`src/rtl/sse_sample_feeder_if.sv`:
```
// Sample handshake between the feeder (master) and the SSE engine (slave).
// The feeder drives the sample pair, end-of-stream and the engine reset.
// The engine returns its pair request, result-valid and accumulated result.
interface sse_sample_feeder_if;
  logic [31:0] A;
  logic [31:0] B;
  logic        stop;
  logic        sse_rst;
  logic        next;
  logic        ready;
  logic [31:0] Y;

  modport master (
    output A, B, stop, sse_rst,
    input  next, ready, Y
  );

  modport slave (
    input  A, B, stop, sse_rst,
    output next, ready, Y
  );
endinterface

```
`src/rtl/sse_sample_feeder.sv`:
```
// sse_sample_feeder: holds reference/measured sample buffers, streams them as
// A/B pairs to the SSE engine one pair per `next` edge, raises `stop` after
// the last pair and captures Y on the engine's `ready` edge.
// Optional macro SSE_FEEDER_TIMEOUT_EN adds an `error` output and a watchdog
// that aborts a run after TIMEOUT cycles without engine progress.
module sse_sample_feeder #(
  parameter int DEPTH   = 16,
  parameter int AW      = 4,
  parameter int TIMEOUT = 64
) (
  input  logic                  clk,
  input  logic                  rst,
  input  logic                  wr_en,
  input  logic                  wr_sel,
  input  logic [AW-1:0]         wr_addr,
  input  logic [31:0]           wr_data,
  input  logic [AW:0]           count,
  input  logic                  start,
  output logic                  busy,
  output logic                  done,
  output logic [31:0]           result,
`ifdef SSE_FEEDER_TIMEOUT_EN
  output logic                  error,
`endif
  sse_sample_feeder_if.master   eng
);

  localparam logic [1:0] S_IDLE   = 2'd0;
  localparam logic [1:0] S_STREAM = 2'd1;
  localparam logic [1:0] S_DRAIN  = 2'd2;

  localparam logic [AW:0] DEPTH_W = (AW+1)'(DEPTH);

  if (AW != $clog2(DEPTH) || TIMEOUT < 2) begin : g_bad_cfg
    $error("sse_sample_feeder: AW must equal clog2(DEPTH) and TIMEOUT must be >= 2");
  end

  logic [1:0]    state_q, state_d;
  logic [AW-1:0] idx_q, idx_d;
  logic [AW:0]   cnt_q, cnt_d;
  logic [31:0]   a_q, a_d;
  logic [31:0]   b_q, b_d;
  logic          stop_q, stop_d;
  logic          busy_q, busy_d;
  logic          done_q, done_d;
  logic [31:0]   result_q, result_d;
  logic          sse_rst_q, sse_rst_d;
  logic          next_prev_q, next_prev_d;
  logic          ready_prev_q, ready_prev_d;

  logic [31:0]   buf_a_q [DEPTH];
  logic [31:0]   buf_a_d [DEPTH];
  logic [31:0]   buf_b_q [DEPTH];
  logic [31:0]   buf_b_d [DEPTH];

  logic          nxt_edge;
  logic          rdy_edge;
  logic [AW:0]   idx_nx;
  logic [AW-1:0] idx_inc;
  logic          start_ok;

`ifdef SSE_FEEDER_TIMEOUT_EN
  localparam int WDW = $clog2(TIMEOUT + 1);
  localparam logic [WDW-1:0] WD_LAST = WDW'(TIMEOUT - 1);
  logic [WDW-1:0] wd_q, wd_d;
  logic           error_q, error_d;
`endif

  assign nxt_edge = eng.next & ~next_prev_q;
  assign rdy_edge = eng.ready & ~ready_prev_q;
  assign idx_nx   = {1'b0, idx_q} + 1'b1;
  assign idx_inc  = idx_q + 1'b1;
  assign start_ok = start && (count != '0) && (count <= DEPTH_W);

  // Buffer write path: only accepted while idle so a run sees stable data.
  always_comb begin
    buf_a_d = buf_a_q;
    buf_b_d = buf_b_q;
    if (wr_en && state_q == S_IDLE) begin
      if (wr_sel) buf_b_d[wr_addr] = wr_data;
      else        buf_a_d[wr_addr] = wr_data;
    end
  end

  // Run control: idle/start, pair streaming on next edges, drain to ready edge.
  always_comb begin
    state_d      = state_q;
    idx_d        = idx_q;
    cnt_d        = cnt_q;
    a_d          = a_q;
    b_d          = b_q;
    stop_d       = stop_q;
    busy_d       = busy_q;
    done_d       = 1'b0;
    result_d     = result_q;
    sse_rst_d    = 1'b0;
    next_prev_d  = eng.next;
    ready_prev_d = eng.ready;
`ifdef SSE_FEEDER_TIMEOUT_EN
    wd_d         = wd_q;
    error_d      = error_q;
`endif
    case (state_q)
      S_IDLE: begin
        if (start_ok) begin
          cnt_d     = count;
          idx_d     = '0;
          a_d       = buf_a_q[0];
          b_d       = buf_b_q[0];
          sse_rst_d = 1'b1;
          busy_d    = 1'b1;
          state_d   = S_STREAM;
`ifdef SSE_FEEDER_TIMEOUT_EN
          wd_d      = '0;
          error_d   = 1'b0;
`endif
        end
      end
      S_STREAM: begin
        if (nxt_edge) begin
          if (idx_nx < cnt_q) begin
            idx_d = idx_inc;
            a_d   = buf_a_q[idx_inc];
            b_d   = buf_b_q[idx_inc];
          end else begin
            a_d     = '0;
            b_d     = '0;
            stop_d  = 1'b1;
            state_d = S_DRAIN;
          end
`ifdef SSE_FEEDER_TIMEOUT_EN
          wd_d = '0;
        end else if (wd_q == WD_LAST) begin
          error_d = 1'b1;
          busy_d  = 1'b0;
          stop_d  = 1'b0;
          a_d     = '0;
          b_d     = '0;
          state_d = S_IDLE;
        end else begin
          wd_d = wd_q + 1'b1;
`endif
        end
      end
      S_DRAIN: begin
        if (rdy_edge) begin
          result_d = eng.Y;
          done_d   = 1'b1;
          stop_d   = 1'b0;
          busy_d   = 1'b0;
          state_d  = S_IDLE;
`ifdef SSE_FEEDER_TIMEOUT_EN
        end else if (wd_q == WD_LAST) begin
          error_d = 1'b1;
          busy_d  = 1'b0;
          stop_d  = 1'b0;
          a_d     = '0;
          b_d     = '0;
          state_d = S_IDLE;
        end else begin
          wd_d = wd_q + 1'b1;
`endif
        end
      end
      default: state_d = S_IDLE;
    endcase
  end

  // Buffer storage: contents deliberately survive reset.
  always_ff @(posedge clk) begin
    buf_a_q <= buf_a_d;
    buf_b_q <= buf_b_d;
  end

  // Control and output registers with synchronous active-low reset.
  always_ff @(posedge clk) begin
    if (!rst) begin
      state_q      <= S_IDLE;
      idx_q        <= '0;
      cnt_q        <= '0;
      a_q          <= '0;
      b_q          <= '0;
      stop_q       <= 1'b0;
      busy_q       <= 1'b0;
      done_q       <= 1'b0;
      result_q     <= '0;
      sse_rst_q    <= 1'b0;
      next_prev_q  <= 1'b0;
      ready_prev_q <= 1'b0;
`ifdef SSE_FEEDER_TIMEOUT_EN
      wd_q         <= '0;
      error_q      <= 1'b0;
`endif
    end else begin
      state_q      <= state_d;
      idx_q        <= idx_d;
      cnt_q        <= cnt_d;
      a_q          <= a_d;
      b_q          <= b_d;
      stop_q       <= stop_d;
      busy_q       <= busy_d;
      done_q       <= done_d;
      result_q     <= result_d;
      sse_rst_q    <= sse_rst_d;
      next_prev_q  <= next_prev_d;
      ready_prev_q <= ready_prev_d;
`ifdef SSE_FEEDER_TIMEOUT_EN
      wd_q         <= wd_d;
      error_q      <= error_d;
`endif
    end
  end

  assign busy        = busy_q;
  assign done        = done_q;
  assign result      = result_q;
  assign eng.A       = a_q;
  assign eng.B       = b_q;
  assign eng.stop    = stop_q;
  assign eng.sse_rst = sse_rst_q;
`ifdef SSE_FEEDER_TIMEOUT_EN
  assign error       = error_q;
`endif

endmodule

```
`src/flat_wrapper.sv`:
```
// flat-port wrapper written by rule: the top's interface ports become plain ports
module sse_sample_feeder_flat 
#(
  parameter int DEPTH   = 16,
  parameter int AW      = 4,
  parameter int TIMEOUT = 64
)
  (clk, rst, wr_en, wr_sel, wr_addr, wr_data, count, start, busy, done, result, eng_A, eng_B, eng_stop, eng_sse_rst, eng_next, eng_ready, eng_Y);
  sse_sample_feeder_if eng_i ();
  input  logic clk;
  input  logic rst;
  input  logic wr_en;
  input  logic wr_sel;
  input  logic [AW-1:0] wr_addr;
  input  logic [31:0] wr_data;
  input  logic [AW:0] count;
  input  logic start;
  output logic busy;
  output logic done;
  output logic [31:0] result;
  output wire logic [$bits(eng_i.A)-1:0] eng_A;
  output wire logic [$bits(eng_i.B)-1:0] eng_B;
  output wire logic [$bits(eng_i.stop)-1:0] eng_stop;
  output wire logic [$bits(eng_i.sse_rst)-1:0] eng_sse_rst;
  input wire logic [$bits(eng_i.next)-1:0] eng_next;
  input wire logic [$bits(eng_i.ready)-1:0] eng_ready;
  input wire logic [$bits(eng_i.Y)-1:0] eng_Y;
  assign eng_A = eng_i.A;
  assign eng_B = eng_i.B;
  assign eng_stop = eng_i.stop;
  assign eng_sse_rst = eng_i.sse_rst;
  assign eng_i.next = eng_next;
  assign eng_i.ready = eng_ready;
  assign eng_i.Y = eng_Y;
  sse_sample_feeder #(.DEPTH(DEPTH), .AW(AW), .TIMEOUT(TIMEOUT)) u_core (.clk(clk), .rst(rst), .wr_en(wr_en), .wr_sel(wr_sel), .wr_addr(wr_addr), .wr_data(wr_data), .count(count), .start(start), .busy(busy), .done(done), .result(result), .eng(eng_i));
endmodule
```
`config.mk`:
```
export PLATFORM = sky130hd
export DESIGN_NAME = sse_sample_feeder_flat
export DESIGN_NICKNAME = d
export VERILOG_FILES = /design/src/rtl/sse_sample_feeder_if.sv /design/src/rtl/sse_sample_feeder.sv /design/src/flat_wrapper.sv
export SDC_FILE = /design/constraint.sdc
export NUM_CORES = 1
export LEC_CHECK = 0
export ABC_AREA = 1
export CAP_MARGIN = 20
export CORE_UTILIZATION = 50
export CTS_CLUSTER_DIAMETER = 80
export DETAILED_ROUTE_END_ITERATION = 8
export PLACE_DENSITY = 0.67
export SETUP_SLACK_MARGIN = 0.15
export SLEW_MARGIN = 20
export SYNTH_ARGS = -nofsm -noshare
export SYNTH_HDL_FRONTEND = slang
export SYNTH_SLANG_ARGS = --single-unit
```
`constraint.sdc`:
```
create_clock -name clk -period 3.3 [get_ports clk]
set_input_delay 0.33 -clock clk [delete_from_list [all_inputs] [get_ports clk]]
set_output_delay 0.33 -clock clk [all_outputs]
set_load 0.03 [all_outputs]
```
==> results of run 1 <==
-- worst max-delay path by stage --
stage / from / endpoint / slack [ns] / cells past startpoint
global placement: u_core.idx_q[2]$_SDFFE_PN0P_ / u_core.eng.B[1]$_SDFFE_PN0P_ / 0.55 / 13
detailed placement: u_core.idx_q[2]$_SDFFE_PN0P_ / u_core.eng.A[1]$_SDFFE_PN0P_ / 0.49 / 13
global route: u_core.idx_q[2]$_SDFFE_PN0P_ / u_core.eng.A[2]$_SDFFE_PN0P_ / 0.27 / 13
floorplan: u_core.state_q[1]$_SDFFE_PN0P_ / u_core.buf_a_q[0]$_DFFE_PP_ / 0.63 / 4
CTS: u_core.idx_q[2]$_SDFFE_PN0P_ / u_core.eng.A[19]$_SDFFE_PN0P_ / 0.45 / 13
finish: u_core.idx_q[2]$_SDFFE_PN0P_ / u_core.eng.A[19]$_SDFFE_PN0P_ / 0.44 / 13
-- worst register-to-register path, stage by stage (launching register included) --
cell	delay, ns
dfxtp_1	0.53
nand3_1	0.35
xor2_4	0.25
ha_1	0.30
nand2_1	0.07
inv_1	0.04
nand2_1	0.05
nand2_1	0.05
nor2_1	0.13
inv_1	0.11
nor2_4	0.12
buf_12	0.43
nand3_1	0.16
a21oi_1	0.17
-- layout by cell type (no fill, tap or decap), types with 2 or more instances in the layout --
cell / count
nand2_1: 1138
edfxtp_1: 1024
nand3_1: 773
inv_1: 480
or2_2: 315
clkdlybuf4s50_1: 177
clkbuf_16: 113
dfxtp_1: 112
o21ai_0: 103
nor2_1: 86
a21oi_1: 75
buf_4: 67
a22oi_1: 63
buf_12: 41
clkbuf_1: 36
nor2_4: 33
clkinv_1: 22
clkinv_2: 14
bufinv_16: 10
diode_2: 8
clkbuf_8: 8
ha_1: 4
xor2_4: 3
clkinvlp_4: 3
nand4_1: 2
nand2_2: 2
-- power by group through the flow --
stage / sequential, uW / combinational, uW / clock, uW
floorplan: 16600 / 1400 / 0
global placement: 16500 / 2970 / 0
detailed placement: 16500 / 3010 / 0
CTS: 16200 / 3030 / 12600
global route: 16200 / 3260 / 13100
finish: 16200 / 3020 / 12500
-- state kept, by name, indices dropped and copies added (netlist names) --
signal,flops
u_core.buf_a_q,512
u_core.buf_b_q,512
u_core.eng.A,32
u_core.eng.B,32
u_core.result,32
u_core.cnt_q,5
u_core.idx_q,4
u_core.state_q,2
u_core.busy,1
u_core.done,1
u_core.eng.sse_rst,1
u_core.eng.stop,1
u_core.next_prev_q,1
u_core.ready_prev_q,1
-- layout make-up --
cell class / instances / area (um2) / area share (%)
tap: 1265 / 1580 / 2.85
sequential: 1137 / 33000 / 59.5
inverter: 484 / 1830 / 3.30
clock buffer: 157 / 3070 / 5.54
multi-input combinational: 2602 / 12400 / 22.3
antenna: 8 / 20.0 / 0.0361
timing repair buffer: 286 / 3100 / 5.59
clock inverter: 49 / 480 / 0.866
-- logic make-up (layout without fill, tap and decap cells) --
kind of cell    count (synthesis)  count (layout)
other cells                     0               8
buf+inv                       747             976
compound gates                242             242
flops                        1137            1137
xor+xnor                        4               4
fa+ha+maj                       5               5
simple gates                 2351            2351
-- layer usage --
metal  vias up  routed length (um)  track usage, %
li1      15263                   -               -
met1     15938               53400            36.6
met2      1405               61100            42.9
met3       228               10800            3.99
met4         4                4460            9.45
met5         -                  25               0
-- metrics by stage --
step	hold WS, ns	util, %
2_1_floorplan	0.423	-
3_3_place_gp	0.455	54.6
3_5_place_dp	0.460	54.6
4_1_cts	0.0566	58.3
5_1_grt	0.0837	58.3
6_report	0.0870	58.3
==> results.yml, run 1 <==
layout:
  layout.nets: 4707
  synthToLayoutAreaGrowth_pct: 15.5
  final_cell_area_mm2: 0.0555
  finalNonFillerCells: 5988
  drive_above_1_share_pct: 13.1
  fillers: 7707
routing:
  vias_per_cell: 5.48
  num_vias: 32838
  wire_per_inst_um: 21.7
  ant_nets: 0
  firstDrtPassIters: 5
  remaining_drc_errors: 0
  drt-initial-drc-count: 3828
  wl_um: 130000
timing:
  finalHoldViolCount: 0
  period_share_pct: 86.8
  tightestPinTransition_ns: 1.22
  max_freq_mhz: 349
  setup_ws_ns: 0.436
  rsz0062_at_grt: "no"
  relSlewSlack_pct: 18.6
  period_needed_ns: 2.86
  finalSetupViolations: 0
  finalMaxSlewViolations: 0
  final.setup.tns_ns: 0
  clock_skew_ns: 0.0160
synthesis:
  synth_top_cell_by_area: "edfxtp_1"
  synthArstFlopShare_pct: 0
  muxShareOfSynthArea_pct: 0
  synth_top_family_by_area: "simple AND/OR/NAND/NOR gates"
  synth_xor_area_share_pct: 0.0729
  synthAdderAreaFrac_pct: 0.130
  syn_nets: 4571
  synthDistinctLibCells: 23
  synth-seq-cells: 1137
  ys_warn_count: 0
  synth_ff_type: "edfxtp_1"
  synth_top_area_share_pct: 64.0
  synth_cells: 4486
  synth.most_common_cell: "nand2_1"
  synthSimpleGateAreaFrac_pct: 22.0
  synth_compound_area_share_pct: 2.85
  yosys-top-cells-count: "nand2_1, edfxtp_1, nand3_1, inv_1, or2_2"
  synth_edf_count: 1024
  ys_seq_area_share_pct: 68.7
  synth.avg_cell_area_um2: 10.7
  synth.area.top_cells: "edfxtp_1, nand2_1, nand3_1"
  syn_area_mm2: 0.0481
worst_hold_path:
  worstHoldEndpoint: "u_core.eng.B[14]$_SDFFE_PN0P_"
  min_path_cells: 3
  hold_start: "rst"
  hold_class: "input pin to flop"
setup_path:
  critPathMaxFanout: 63
  critPathRequiredTime_ns: 3.89
  r2r_setup_slack_ns: 0.44
  crit_type: "flop to flop"
  cp.buffers_inverters: 3
  path_common_cell: "nand2_1"
  path_cells: "nand3_1 > xor2_4 > ha_1 > nand2_1 > inv_1 > nand2_1 > nand2_1 > nor2_1 > inv_1 > nor2_4 > buf_12 > nand3_1 > a21oi_1"
  r2r_cells: 13
  slowest_delay_ns: 0.53
  cp-end-kind: "flop"
  crit-reg2reg-launch: "u_core.idx_q[2]$_SDFFE_PN0P_"
  cp_top_family: "simple AND/OR/NAND/NOR gates"
  r2r-end: "u_core.eng.A[19]$_SDFFE_PN0P_"
  slowest_stage: "dfxtp_1"
  worst_ep_arrival_time_ns: 3.45
  start_kind: "flop"
floorplan:
  fp.dieH_um: 312
  die_w_um: 312
  start_util_pct: 50.5
  core_area_mm2: 0.0952
  die_area_mm2: 0.0974
  ios: 180
  rows: 113
clocking:
  cts.sinks: 1137
  cts_buffers: 111
  root_buffer: "clkbuf_16"
  tritoncts: "built"
  insertion_delay_ns: 0.68
  hold_buffers: 0
  postCtsSetupBuffers: 0
  post_cts_resized: 0
  htreeDepth: 3
  clkTransAtPathRegs_ns: 0.06
  cts_max_path_buffers: 3
grt:
  track_usage_pct: 26.5
  grt_pass1_vias: 31261
  grt_overflow: 0
  antenna_found_initial: 10
  grt_first_pass_wirelength_um: 193000
  grt_max_degree: 195
outcome:
  run_status: "finished, final reports clean"
placement:
  portBuffers: 179
  dp_hpwl_um: 66900
  routabilityCongestion: 0.810
  dp.cells: 5774
  dp_slack_ns: 0.490
  dpl_cell_area_mm2: 0.0519
power:
  power.leakage_uw: 0.0213
  power.total_uw: 31700
  switching_share_pct: 23.8
  ir_worst_vdd_mv: 0.593
  power_density_mw_per_mm2: 571
  pwr-share-clk_pct: 39.4
  p_sw_uw: 7550
  p_comb_share_pct: 9.5
  power.internal_uw: 24100
  power_frac_seq_pct: 51.0
run:
  maxCapViolCount: 0
No activity file was read; power rests on OpenSTA's default activity.
==> run 2, diff against run 1 <==
--- a/config.mk
+++ b/config.mk
@@ -6,7 +6,6 @@
 export NUM_CORES = 1
 export LEC_CHECK = 0
 export ABC_AREA = 1
-export CAP_MARGIN = 20
 export CORE_UTILIZATION = 50
 export CTS_CLUSTER_DIAMETER = 80
 export DETAILED_ROUTE_END_ITERATION = 8
==> results of run 2 <==
No change in the layout: final DEF, timing and power equal those of run 1.
